### src/rtl/memory_bus_arbiter.sv
// Round-robin arbiter sharing one single-port memory among NUM_REQ bus requesters.
// One transaction at a time; every output comes straight from a register.
module memory_bus_arbiter #(
   parameter int NUM_REQ     = 3,
   parameter int ADDR_WIDTH  = 16,
   parameter int DATA_WIDTH  = 8,
   parameter int MEM_LATENCY = 2
) (
   input  logic                          clock,
   input  logic                          reset,
   input  logic                          halt,
   input  logic [NUM_REQ-1:0]            request,
   input  logic [NUM_REQ-1:0]            request_write,
   input  logic [NUM_REQ*ADDR_WIDTH-1:0] request_address,
   input  logic [NUM_REQ*DATA_WIDTH-1:0] request_write_data,
   output logic [NUM_REQ-1:0]            grant,
   output logic [NUM_REQ-1:0]            acknowledge,
   output logic [DATA_WIDTH-1:0]         read_data,
   output logic                          busy,
   output logic                          mem_enable,
   output logic                          mem_write_enable,
   output logic [ADDR_WIDTH-1:0]         mem_address,
   output logic [DATA_WIDTH-1:0]         mem_write_data,
   input  logic [DATA_WIDTH-1:0]         mem_read_data
);

   localparam int PTR_W = (NUM_REQ > 1) ? $clog2(NUM_REQ) : 1;
   localparam int CNT_W = $clog2(MEM_LATENCY + 1);

   localparam logic [PTR_W-1:0]   PTR_ZERO  = {PTR_W{1'b0}};
   localparam logic [PTR_W-1:0]   LAST_IDX  = PTR_W'(NUM_REQ - 1);
   localparam logic [CNT_W-1:0]   CNT_ZERO  = {CNT_W{1'b0}};
   localparam logic [CNT_W-1:0]   WAIT_LOAD = CNT_W'(MEM_LATENCY - 1);
   localparam logic [NUM_REQ-1:0] REQ_ZERO  = {NUM_REQ{1'b0}};
   localparam logic [NUM_REQ-1:0] REQ_ONE   = NUM_REQ'(1'b1);

   typedef enum logic [1:0] {
      IDLE  = 2'd0,
      ISSUE = 2'd1,
      WAIT  = 2'd2,
      ACK   = 2'd3
   } state_t;

   state_t                state_r, state_s;
   logic [PTR_W-1:0]      winner_r, winner_s;
   logic [PTR_W-1:0]      rr_pointer_r, rr_pointer_s;
   logic [CNT_W-1:0]      wait_count_r, wait_count_s;
   logic                  write_flag_r, write_flag_s;
   logic [PTR_W-1:0]      pick_s;
   logic [NUM_REQ-1:0]    grant_s;
   logic [NUM_REQ-1:0]    acknowledge_s;
   logic [DATA_WIDTH-1:0] read_data_s;
   logic                  busy_s;
   logic                  mem_enable_s;
   logic                  mem_write_enable_s;
   logic [ADDR_WIDTH-1:0] mem_address_s;
   logic [DATA_WIDTH-1:0] mem_write_data_s;

   // First set request bit at or above ptr, wrapping; lowest offset wins.
   function automatic logic [PTR_W-1:0] pick_next(input logic [NUM_REQ-1:0] req,
                                                  input logic [PTR_W-1:0]   ptr);
      int k;
      pick_next = ptr;
      for (int i = NUM_REQ - 1; i >= 0; i--) begin
         k = (int'(ptr) + i) % NUM_REQ;
         if (req[k]) begin
            pick_next = PTR_W'(k);
         end
      end
   endfunction

   assign pick_s = pick_next(request, rr_pointer_r);

   // Next-state and next-output logic; outputs are registered below.
   always_comb begin
      state_s            = state_r;
      winner_s           = winner_r;
      rr_pointer_s       = rr_pointer_r;
      wait_count_s       = wait_count_r;
      write_flag_s       = write_flag_r;
      grant_s            = grant;
      acknowledge_s      = REQ_ZERO;
      read_data_s        = read_data;
      mem_enable_s       = 1'b0;
      mem_write_enable_s = 1'b0;
      mem_address_s      = mem_address;
      mem_write_data_s   = mem_write_data;

      case (state_r)
         IDLE: begin
            if (!halt && (request != REQ_ZERO)) begin
               state_s            = ISSUE;
               winner_s           = pick_s;
               grant_s            = REQ_ONE << pick_s;
               write_flag_s       = request_write[pick_s];
               mem_enable_s       = 1'b1;
               mem_write_enable_s = request_write[pick_s];
               mem_address_s      = request_address[int'(pick_s)*ADDR_WIDTH +: ADDR_WIDTH];
               mem_write_data_s   = request_write_data[int'(pick_s)*DATA_WIDTH +: DATA_WIDTH];
            end else begin
               state_s = IDLE;
            end
         end
         ISSUE: begin
            if (write_flag_r) begin
               state_s       = ACK;
               acknowledge_s = grant;
            end else begin
               state_s      = WAIT;
               wait_count_s = WAIT_LOAD;
            end
         end
         WAIT: begin
            if (wait_count_r != CNT_ZERO) begin
               wait_count_s = wait_count_r - CNT_W'(1'b1);
            end else begin
               read_data_s   = mem_read_data;
               state_s       = ACK;
               acknowledge_s = grant;
            end
         end
         ACK: begin
            state_s = IDLE;
            grant_s = REQ_ZERO;
            if (winner_r == LAST_IDX) begin
               rr_pointer_s = PTR_ZERO;
            end else begin
               rr_pointer_s = winner_r + PTR_W'(1'b1);
            end
         end
         default: begin
            state_s = IDLE;
            grant_s = REQ_ZERO;
         end
      endcase

      busy_s = (state_s != IDLE);
   end

   // State and output registers with synchronous reset.
   always_ff @(posedge clock) begin
      if (reset) begin
         state_r          <= IDLE;
         winner_r         <= PTR_ZERO;
         rr_pointer_r     <= PTR_ZERO;
         wait_count_r     <= CNT_ZERO;
         write_flag_r     <= 1'b0;
         grant            <= REQ_ZERO;
         acknowledge      <= REQ_ZERO;
         read_data        <= {DATA_WIDTH{1'b0}};
         busy             <= 1'b0;
         mem_enable       <= 1'b0;
         mem_write_enable <= 1'b0;
         mem_address      <= {ADDR_WIDTH{1'b0}};
         mem_write_data   <= {DATA_WIDTH{1'b0}};
      end else begin
         state_r          <= state_s;
         winner_r         <= winner_s;
         rr_pointer_r     <= rr_pointer_s;
         wait_count_r     <= wait_count_s;
         write_flag_r     <= write_flag_s;
         grant            <= grant_s;
         acknowledge      <= acknowledge_s;
         read_data        <= read_data_s;
         busy             <= busy_s;
         mem_enable       <= mem_enable_s;
         mem_write_enable <= mem_write_enable_s;
         mem_address      <= mem_address_s;
         mem_write_data   <= mem_write_data_s;
      end
   end

endmodule

### config.mk
export PLATFORM = sky130hd
export DESIGN_NAME = memory_bus_arbiter
export DESIGN_NICKNAME = d
export VERILOG_FILES = /design/src/rtl/memory_bus_arbiter.sv
export SDC_FILE = /design/constraint.sdc
export NUM_CORES = 1
export LEC_CHECK = 0
export BUFFER_PORTS_ARGS = -buffer_cell sky130_fd_sc_hd__buf_2
export CORE_MARGIN = 2
export CORE_UTILIZATION = 45
export DETAILED_ROUTE_END_ITERATION = 8
export GPL_TIMING_DRIVEN = 0
export PLACE_DENSITY_LB_ADDON = 0.1
export SYNTH_ARGS = -nofsm -noshare
export SYNTH_HDL_FRONTEND = slang
export SYNTH_SLANG_ARGS = --single-unit
### constraint.sdc
create_clock -name clock -period 2.8 [get_ports clock]
set_input_delay 0.14 -clock clock [delete_from_list [all_inputs] [get_ports clock]]
set_output_delay 0.14 -clock clock [all_outputs]
set_load 0.02 [all_outputs]
==> summary.md <==
| Metric | Value |
|---|---|
| Fmax achieved | 0.395 GHz |
| Max Cap Viol | 0 |
| R2R cell count | 8 |
| Residual DRC | 0 |
| Cell count after synthesis | 279 |
| Post-DP Area | 3210 µm² |
| Max stage delay on crit path | 430 ps |
| Iteration-0 DRC Markers | 78 |
| Avg Inst Size Synth | 8.88 µm² |
| Core area | 5410 µm² |
| Routed WL per cell | 12.7 µm |
| Largest net degree at the start of global routing | 18 |
| Crit start category | register |
| Critical-path cell list | inv_1 > ha_1 > inv_1 > o22a_1 > o21a_1 > nand2_1 > clkbuf_1 > o221ai_1 |
| Final hold vios | 0 |
| Final worst path period need | 2530 ps |
| RSZ-0062 raised after global routing | false |
| Synth Warn # | 0 |
| Area Growth Syn to Fin | 34.4% |
| Register area share after synthesis | 40.4% |
| Initial antenna violation count | 0 |
| CP Class | reg2reg |
| GPL Wtd Cong | 0.779 |
| Slowest CP cell | dfxtp_1 |
| Cell mode on critical path | inv_1 |
| I/O Buffers | 129 |
| Final Slew Violations | 0 |
| Final wirelength | 6190 µm |
| Total Nets Final | 513 |
| Arrival time worst endpoint | 2700 ps |
| Slew HR | 64.8% |
| Reg clk slew, reported paths | 100 ps |
| Pwr per Cell Area | 535 nW/µm² |
| Most common cell in the synthesized netlist | dfxtp_1 |
| Post-DRT Antenna Nets | 0 |
| Starting Density | 45.9% |
| TritonCTS Sinks | 50 |
| Worst IR Drop VDD | 310 µV |
| Post-Syn Area | 2480 µm² |
| Async SR Flop Fraction | 0% |
| Multi-input combinational cell area | 1250 µm² |
| Worst r2r src | rr_pointer_r[0] |
| Post-Syn Nets | 377 |
| Worst setup margin | 271 ps |
| Clock skew | 7.94 ps |
| Layout cell share with drive strength beyond 1 | 36.8% |
| DR vias | 2432 |
| Die Ht | 78.2 µm |
| Worst-Skew Late Latency | 310 ps |
| Synth area leader | dfxtp_1 |
| DR vias/cell | 4.98 |
| Post-CTS Resized | 0 |
| Reg2Reg Setup Slack | 270 ps |
| Vias in the first global route | 2123 |
| CP bufs+invs | 3 |
| Grt total ovfl | 0 |
| Design area | 3330 µm² |
| Setup_tns | 0 ps |
| Die width | 78.2 µm |
| CTS Buf Count | 5 |
| Io pins | 130 |
| Hold path cells | 3 |
| Endpoint class of the critical path | register |
| Seq cells post-synth | 50 |
| # Post-CTS Setup Buffers | 0 |
| CTS Buffer Depth | 2 |
| Hold EP | read_data[0] |
| Hpwl dp | 4760 µm |
| Total Routing Usage GR | 19.9% |
| Crit Reg-Reg Endpoint | mem_address[0] |
| Drt pass-1 iters | 4 |
| Least-Margin Pin Slew | 526 ps |
| Rows | 27 |
| Clk root buf | clkbuf_8 |
| Hold-fix buffers, CTS | 0 |
| Worst slack at placement | 284 ps |
| Setup violators final | 0 |
| Die area | 6120 µm² |
| Critical path's top delay family | compound AO/OA/AOI/OAI gates |
| Required @ worst endpoint | 2970 ps |
| Leakage power | 0.00174 µW |
| Register area | 1000 µm² |
| Post-synth top cells | dfxtp_1, nand2_1, inv_1, mux2i_1, o221ai_1 |
| Ys flop type | dfxtp_1 |
| Top post-synthesis cells by area | dfxtp_1, mux2i_1, o221ai_1 |
| N_diodes | 0 |
| Status | finished, final reports clean |
| Worst Hold Class | in2reg |
| Post-synth cell types | 32 |
| Worst min-delay path startpoint | mem_read_data[0] |
| CTS H-Tree Depth | 2 |
| Final Power | 1780 µW |
| CTS tree | built |
| Post-synth EDFFs | 0 |
| Final period util | 90.3% |
| Synth top area share | 40.4% |
| Fillers | 520 |
| Crit-path max FO | 10 |
| First-pass GRT wire length | 9800 µm |
[worst reg2reg max path, cell delays in order (launching register included)]
cell and delay (ps):
dfxtp_1 430, inv_1 90, ha_1 410, inv_1 160
o22a_1 260, o21a_1 210, nand2_1 250, clkbuf_1 400
o221ai_1 190
[stage by stage]
stage                     util (%)  instances  hold slack [ps]
after global placement        59.5        480              394
after detailed placement      59.5        480              399
after CTS                     61.6        488             57.8
after global routing          61.6        488             70.6
final                         61.6        488             71.9
after floorplan                  -        279              246
[worst max-delay path by stage]
| stage | slack [ps] | startpoint | end | cells past startpoint |
|---|---|---|---|---|
| after floorplan | 640 | rr_pointer_r[0] | mem_address[0] | 10 |
| after global placement | 320 | rr_pointer_r[0] | mem_address[7] | 8 |
| after detailed placement | 280 | rr_pointer_r[0] | mem_write_data[5] | 10 |
| after CTS | 270 | rr_pointer_r[0] | mem_write_data[5] | 10 |
| after global routing | 80 | rr_pointer_r[0] | mem_address[2] | 8 |
| final | 270 | rr_pointer_r[0] | mem_address[0] | 8 |
[layout make-up]
type                       instances  share of cell area, %
multi-input combinational        181                   37.6
sequential                        50                   30.1
timing repair buffer             129                   19.4
inverter                          35                   3.94
buffer                            13                   2.78
tap                               72                   2.70
clock buffer                       5                   2.07
clock inverter                     3                   1.43
[registers in the layout, indices dropped and copies added (netlist names), 3 cells and up]
register,count
mem_address,16
mem_write_data,8
grant,3
read_data,8
acknowledge,3
[layout by cell type, fill, tap and decap left out, types with 2 or more instances in the layout]
cell type and n:
nor2_1 16, nor2b_1 4, clkbuf_8 5, inv_1 35, o221ai_2 3, nand3_1 9, a21oi_1 13, ha_1 9
nor3_1 2, and2_1 5, clkbuf_1 7, o21ai_2 3, buf_2 132, dfxtp_1 50, mux2i_1 28, nand2_1 43
a32oi_1 2, inv_6 2, a211oi_1 3, o221ai_1 24, o21a_1 3, o22ai_1 3, buf_12 2, nand2b_1 2
[cells by family (layout without fill, tap and decap cells)]
family                   after synthesis  after routing  synth area share (%)
adder cells (fa/ha/maj)                9              9                  4.54
multiplexers                          28             28                  11.3
buffers and inverters                 48            185                  9.04
flip-flops                            50             50                  40.4
AO/OA/AOI/OAI                         60             60                  19.6
AND/OR/NAND/NOR                       84             84                  15.1
[routing by layer]
layer	wire, µm	vias up	GRT usage, %
met3	346	9	3.79
li1	-	1245	-
met5	0	-	0
met2	3040	75	34.8
met4	82	0	6.32
met1	2720	1103	24.6
[power breakdown]
group          internal [µW]  switching (µW)
Combinational            185             259
Sequential               774            31.3
Clock                    273             260
Total                   1230             550
(Power assumes the default switching activity.)
